`src/rtl/mod_carga_matriz_5x5_pkg.sv`:
```
// Shared definitions for the 5x5 matrix loader: FSM states, widths, error codes.
// Optional build macro used by the top: DET_TIMEOUT_EN.
package mod_carga_matriz_5x5_pkg;

    localparam int N_ELEM  = 25;
    localparam int DW      = 8;
    localparam int RW      = 16;
    localparam int TIMEOUT = 64;
    localparam int IDX_W   = 5;
    localparam int CNT_W   = 7;

    localparam logic [IDX_W-1:0] LAST_IDX = IDX_W'(N_ELEM - 1);

    localparam logic [1:0] ERR_NONE       = 2'b00;
    localparam logic [1:0] ERR_EARLY_LAST = 2'b01;
    localparam logic [1:0] ERR_TIMEOUT    = 2'b10;

    localparam logic [RW-1:0] RES_ABORT = 16'h8000;

    typedef enum logic [1:0] {
        ST_LOAD  = 2'd0,
        ST_START = 2'd1,
        ST_WAIT  = 2'd2,
        ST_OUT   = 2'd3
    } state_t;

endpackage

```
`src/rtl/mod_carga_matriz_5x5_buffer.sv`:
```
// 25-entry element register file for the matrix loader; one write port, flat read bus.
// Element k lives at mat_flat[k*DW +: DW].
module mod_buffer_matriz
    import mod_carga_matriz_5x5_pkg::*;
(
    input  logic                 clk,
    input  logic                 rst,
    input  logic                 we,
    input  logic [IDX_W-1:0]     idx,
    input  logic [DW-1:0]        data,
    output logic [N_ELEM*DW-1:0] mat_flat
);

    for (genvar k = 0; k < N_ELEM; k++) begin : g_elem
        always_ff @(posedge clk) begin
            if (rst) begin
                mat_flat[k*DW +: DW] <= '0;
            end else if (we && (idx == IDX_W'(k))) begin
                mat_flat[k*DW +: DW] <= data;
            end
        end
    end

endmodule

```
`src/rtl/mod_carga_matriz_5x5.sv`:
```
// Serial loader/sequencer feeding mod_det_5x5: collects 25 elements, starts the
// determinant, captures the result on a fresh done edge and hands it to the host.
// Build option: define DET_TIMEOUT_EN to abort a WAIT that sees no done edge.
module mod_carga_matriz_5x5
    import mod_carga_matriz_5x5_pkg::*;
(
    input  logic                 clk,
    input  logic                 rst,
    input  logic                 in_valid,
    output logic                 in_ready,
    input  logic [DW-1:0]        in_data,
    input  logic                 in_last,
    output logic [N_ELEM*DW-1:0] mat_flat,
    output logic                 det_start,
    input  logic                 det_done,
    input  logic [RW-1:0]        det_resultado,
    output logic                 res_valid,
    input  logic                 res_ready,
    output logic [RW-1:0]        res_data,
    output logic                 busy,
    output logic                 err_pulse,
    output logic [1:0]           err_code
);

    state_t           state, state_next;
    logic [IDX_W-1:0] idx, idx_next;
    logic [RW-1:0]    res_data_next;
    logic [1:0]       err_code_next;
    logic             err_set;
    logic             done_q;
    logic             done_edge;
    logic             beat;
    logic             buf_we;

`ifdef DET_TIMEOUT_EN
    logic [CNT_W-1:0] wait_cnt, wait_cnt_next;
`endif

    assign in_ready  = (state == ST_LOAD);
    assign det_start = (state == ST_START);
    assign res_valid = (state == ST_OUT);
    assign busy      = (state != ST_LOAD);
    assign beat      = in_valid && in_ready;
    // Only a 0->1 transition counts, so a done level left over from before is never taken.
    assign done_edge = det_done && !done_q;

    mod_buffer_matriz u_buffer (
        .clk      (clk),
        .rst      (rst),
        .we       (buf_we),
        .idx      (idx),
        .data     (in_data),
        .mat_flat (mat_flat)
    );

    always_ff @(posedge clk) begin
        if (rst) begin
            state     <= ST_LOAD;
            idx       <= '0;
            res_data  <= '0;
            err_pulse <= 1'b0;
            err_code  <= ERR_NONE;
            done_q    <= 1'b0;
        end else begin
            state     <= state_next;
            idx       <= idx_next;
            res_data  <= res_data_next;
            err_pulse <= err_set;
            err_code  <= err_code_next;
            done_q    <= det_done;
        end
    end

`ifdef DET_TIMEOUT_EN
    always_ff @(posedge clk) begin
        if (rst) begin
            wait_cnt <= '0;
        end else begin
            wait_cnt <= wait_cnt_next;
        end
    end
`endif

    always_comb begin
        state_next    = state;
        idx_next      = idx;
        res_data_next = res_data;
        err_code_next = err_code;
        err_set       = 1'b0;
        buf_we        = 1'b0;
`ifdef DET_TIMEOUT_EN
        wait_cnt_next = wait_cnt;
`endif
        case (state)
            ST_LOAD: begin
                if (beat) begin
                    if (idx == LAST_IDX) begin
                        buf_we     = 1'b1;
                        idx_next   = '0;
                        state_next = ST_START;
                    end else if (in_last) begin
                        idx_next      = '0;
                        err_set       = 1'b1;
                        err_code_next = ERR_EARLY_LAST;
                    end else begin
                        buf_we   = 1'b1;
                        idx_next = idx + 1'b1;
                    end
                end
            end
            ST_START: begin
                state_next = ST_WAIT;
`ifdef DET_TIMEOUT_EN
                wait_cnt_next = '0;
`endif
            end
            ST_WAIT: begin
                if (done_edge) begin
                    res_data_next = det_resultado;
                    state_next    = ST_OUT;
`ifdef DET_TIMEOUT_EN
                end else if (wait_cnt == CNT_W'(TIMEOUT - 1)) begin
                    res_data_next = RES_ABORT;
                    err_set       = 1'b1;
                    err_code_next = ERR_TIMEOUT;
                    state_next    = ST_OUT;
                end else begin
                    wait_cnt_next = wait_cnt + 1'b1;
`endif
                end
            end
            ST_OUT: begin
                if (res_ready) begin
                    state_next = ST_LOAD;
                end
            end
            default: begin
                state_next = ST_LOAD;
            end
        endcase
    end

endmodule

```
`config.mk`:
```
export PLATFORM = sky130hd
export DESIGN_NAME = mod_carga_matriz_5x5
export DESIGN_NICKNAME = d
export VERILOG_FILES = /design/src/rtl/mod_carga_matriz_5x5_pkg.sv /design/src/rtl/mod_carga_matriz_5x5_buffer.sv /design/src/rtl/mod_carga_matriz_5x5.sv
export SDC_FILE = /design/constraint.sdc
export NUM_CORES = 1
export LEC_CHECK = 0
export ABC_AREA = 0
export BUFFER_PORTS_ARGS = -buffer_cell sky130_fd_sc_hd__buf_2
export CAP_MARGIN = 15
export CORE_UTILIZATION = 40
export DETAILED_ROUTE_END_ITERATION = 6
export MAX_ROUTING_LAYER = met4
export PLACE_DENSITY = 0.77
export SKIP_LAST_GASP = 1
export SYNTH_ARGS = -nofsm -noshare
export SYNTH_HDL_FRONTEND = slang
export SYNTH_SLANG_ARGS = --single-unit
```
`constraint.sdc`:
```
create_clock -name clk -period 1.9 [get_ports clk]
set_input_delay 0.095 -clock clk [delete_from_list [all_inputs] [get_ports clk]]
set_output_delay 0.095 -clock clk [all_outputs]
set_load 0.02 [all_outputs]
```
==> qor.yml <==
worst_hold_path:
  min_path_type: "in -> reg"
  min-delay-start: "in_data[7]"
  hold_end: "u_buffer.mat_flat[143]"
  hold_path_depth: 3
power:
  power_w: 0.0101
  power.share.combinational_pct: 3.9
  irDropWorstVdd_v: 0.000650
  switching_share_pct: 21.7
  pwr-share-seq_pct: 47.3
  p_clk_share_pct: 48.8
  net-switching-power_w: 0.00218
  p_int_w: 0.00789
  powerDensity_mw_per_mm2: 882
  static_leak_nw: 4.85
floorplan:
  initial_core_util_pct: 40.9
  floorplan.rows: 53
  die-area_mm2: 0.0221
  height_of_the_die_um: 149
  core_mm2: 0.0211
  io_pins: 253
  die_w_um: 149
clocking:
  cts.sink_count: 226
  clock_insertion_delay_worst_skew_ns: 0.51
  cts-buffers-inserted: 24
  h-tree-depth: 1
  cts_buffer_depth: 3
  cts_root_buf: "clkbuf_16"
  clk_pin_slew_ns: 0.07
  clock_tree_from_tritoncts: "yes"
route:
  vias_per_cell: 4.93
  post-route-drc-count: 0
  via_count: 7249
  detailedRoute.firstIterationViolations: 319
  wl_per_cell_um: 16.5
  dr.pass1.iters: 5
  drt.antenna.violating_nets: 0
  routed_wirelength_um: 24300
synthesis:
  syn_inst: 919
  synth_seq_cells: 226
  synth_ff_type: "dfxtp_1"
  synth_warnings: 0
  ys_seq_area_share_pct: 52.5
  yosys.cell_types.count: 39
  syn_area_per_cell_um2: 9.38
  synth_async_sr_flop_share_pct: 0
  synth_fp_nets: 959
  syn-cell-area_mm2: 0.00862
  synth-edff-count: 0
global_route:
  global_route.usage.met2_pct: 35.9
  via_count_of_the_first_global_routing_pass: 6775
  grt-ovfl-total: 0
  top_usage_layer: "met2"
  groute.layer.met1.usage_pct: 26.6
  grt_antenna_before_repair: 0
  grt_start_max_net_pins: 83
  grt_pass1_wl_um: 36500
  overall_fraction_of_global_route_tracks_in_use_pct: 21.5
  grtUsageMet3_pct: 4.89
timing:
  fin_worst_skew_ns: 0.0162
  setup_viol: 0
  worst_pin_slew_ns: 0.725
  maxSlewViolCount: 0
  fin_crit_ns: 1.84
  timing.final.crit_share_pct: 96.9
  maxClockFrequency_mhz: 543
  timing.max_slew.rel_slack_pct: 51.7
  finalHoldViolCount: 0
  rsz0062_at_grt: "true"
worst_setup_path:
  arrival_ns: 2.22
  regToRegStartpoint: "state[1]"
  rr_worst_depth: 8
  worst-endpoint-required_ns: 2.28
  timing_worst_setup_path_type: "reg -> reg"
  timing.critical_path.fanout_max: 8
  cp-start-kind: "register"
  timing.critical_path.to_type: "register"
  cp-startpoint: "state[1]"
  r2r_end: "u_buffer.mat_flat[136]"
  flop2flop_setup_slack_ns: 0.06
cells_and_area:
  antenna_cells_inserted: 0
  num-fill-cells: 1876
  nNetsFinal: 1220
  flip_flop_and_latch_area_mm2: 0.00452
  total_area_of_multi_input_combinational_cells_mm2: 0.00377
  final_util_pct: 54.2
  area_growth_syn_to_layout_pct: 32.6
  layout-drive-gt1-share_pct: 30.4
placed_design:
  place_congestion: 0.842
  hpwl_after_detailed_placement_um: 15700
  io_buffers: 251
flow_run:
  maxCapViolCount: 0
status:
  status: "completed"
==> kinds of logic (layout without fill, tap and decap cells) <==
group | after synthesis | in the layout | synth area share, %
other cells | 1 | 1 | 0.0435
buf+inv | 84 | 361 | 4.46
flops | 226 | 226 | 52.5
compound gates | 89 | 89 | 5.36
mux | 139 | 139 | 16.1
simple gates | 370 | 370 | 20.1
fa+ha+maj | 10 | 10 | 1.45
==> through the flow <==
stage / setup slack (ns) / cell area (um2) / setup TNS (ns) / std cells / hold WS (ns)
2_1_floorplan: 0.00650 / 8640 / 0 / 919 / 0.223
3_3_place_gp: 0.0778 / 10300 / 0 / 1405 / 0.329
3_5_place_dp: -0.0104 / 10300 / -0.0104 / 1405 / 0.336
4_1_cts: 0.000123 / 11300 / 0 / 1468 / 0.124
5_1_grt: -0.0350 / 11400 / -0.129 / 1471 / 0.139
6_report: 0.0593 / 11400 / 0 / 1471 / 0.129
==> Yosys cell counts (8+ instances only) <==
master / number / area [um2]
dfxtp_1: 226 / 4520
nand2_1: 166 / 623
nor2_1: 143 / 537
mux2i_1: 139 / 1390
a21oi_1: 83 / 415
clkbuf_1: 48 / 180
nor3_4: 12 / 195
ha_1: 10 / 125
nand2b_1: 10 / 62.6
clkbuf_2: 8 / 40.0
==> critical path, cell delays in order, from the launching register on <==
cell     delay, ns
dfxtp_1       0.35
inv_2         0.10
ha_4          0.15
buf_4         0.16
and4b_2       0.29
buf_4         0.16
nand3_1       0.27
nand2_1       0.17
a21oi_1       0.07
==> flip-flops by register name, indices dropped and copies added, names as in the netlist <==
name / count
done_q: 1
res_data: 16
err_code: 1
u_buffer.mat_flat: 200
idx: 5
state: 2
err_pulse: 1
==> cell type report <==
class,instances,share of cell area [%]
inverters,7,0.230
well taps,275,3.01
multi-input cells,609,33.0
repair buffers,312,17.0
flip-flops and latches,226,39.6
clock buffers,32,5.88
clock inverters,10,1.36
==> power groups by stage <==
stage	clock network, W	logic, W	registers [W]
after detailed placement	0	0.000352	0.00487
after global placement	0	0.000348	0.00487
after global routing	0.00518	0.000421	0.00476
after floorplan	0	0.000211	0.00489
final	0.00492	0.000394	0.00476
after CTS	0.00501	0.000386	0.00476
==> repair_timing <==
action                                  4_1_cts  5_1_grt
hold endpoints to repair                     41        0
endpoints found under the setup margin        2      135
buffers inserted                              0        3
hold buffers                                 21        0
gates resized for setup                       1       16
==> layer usage <==
layer  up-vias  share of wire [%]
met5         -                  0
li1       3534                  -
met4         0                1.1
met2       268                 48
met3        28                7.4
met1      3419                 44
==> worst max-delay path by stage <==
stage / to / slack (ns) / depth (start not counted)
3_3_place_gp: res_data[4] / 0.08 / 6
6_report: u_buffer.mat_flat[136] / 0.06 / 8
4_1_cts: u_buffer.mat_flat[43] / 0.0001 / 8
3_5_place_dp: res_data[6] / -0.01 / 5
5_1_grt: u_buffer.mat_flat[86] / -0.03 / 8
2_1_floorplan: u_buffer.mat_flat[160] / 0.006 / 9
==> layout by cell type, fill, tap and decap left out, types with 2 or more instances in the layout <==
| master | instances |
|---|---|
| buf_2 | 250 |
| dfxtp_1 | 226 |
| nand2_1 | 166 |
| nor2_1 | 142 |
| mux2i_1 | 139 |
| a21oi_1 | 83 |
| buf_4 | 26 |
| clkbuf_16 | 25 |
| dlygate4sd3_1 | 21 |
| buf_12 | 13 |
| nor3_4 | 12 |
| nand2b_1 | 10 |
| ha_1 | 8 |
| or4_1 | 6 |
| inv_1 | 5 |
| and3_4 | 5 |
| clkbuf_1 | 5 |
| nor4_2 | 4 |
| nand3_1 | 4 |
| clkinv_2 | 4 |
| bufinv_16 | 4 |
| nor2b_1 | 3 |
| inv_2 | 2 |
| and3_1 | 2 |
| nand3_2 | 2 |
| nor2_2 | 2 |
| nor3_1 | 2 |
| clkinvlp_4 | 2 |
| clkbuf_8 | 2 |
| buf_6 | 2 |
No activity file was read; power rests on OpenSTA's default activity.
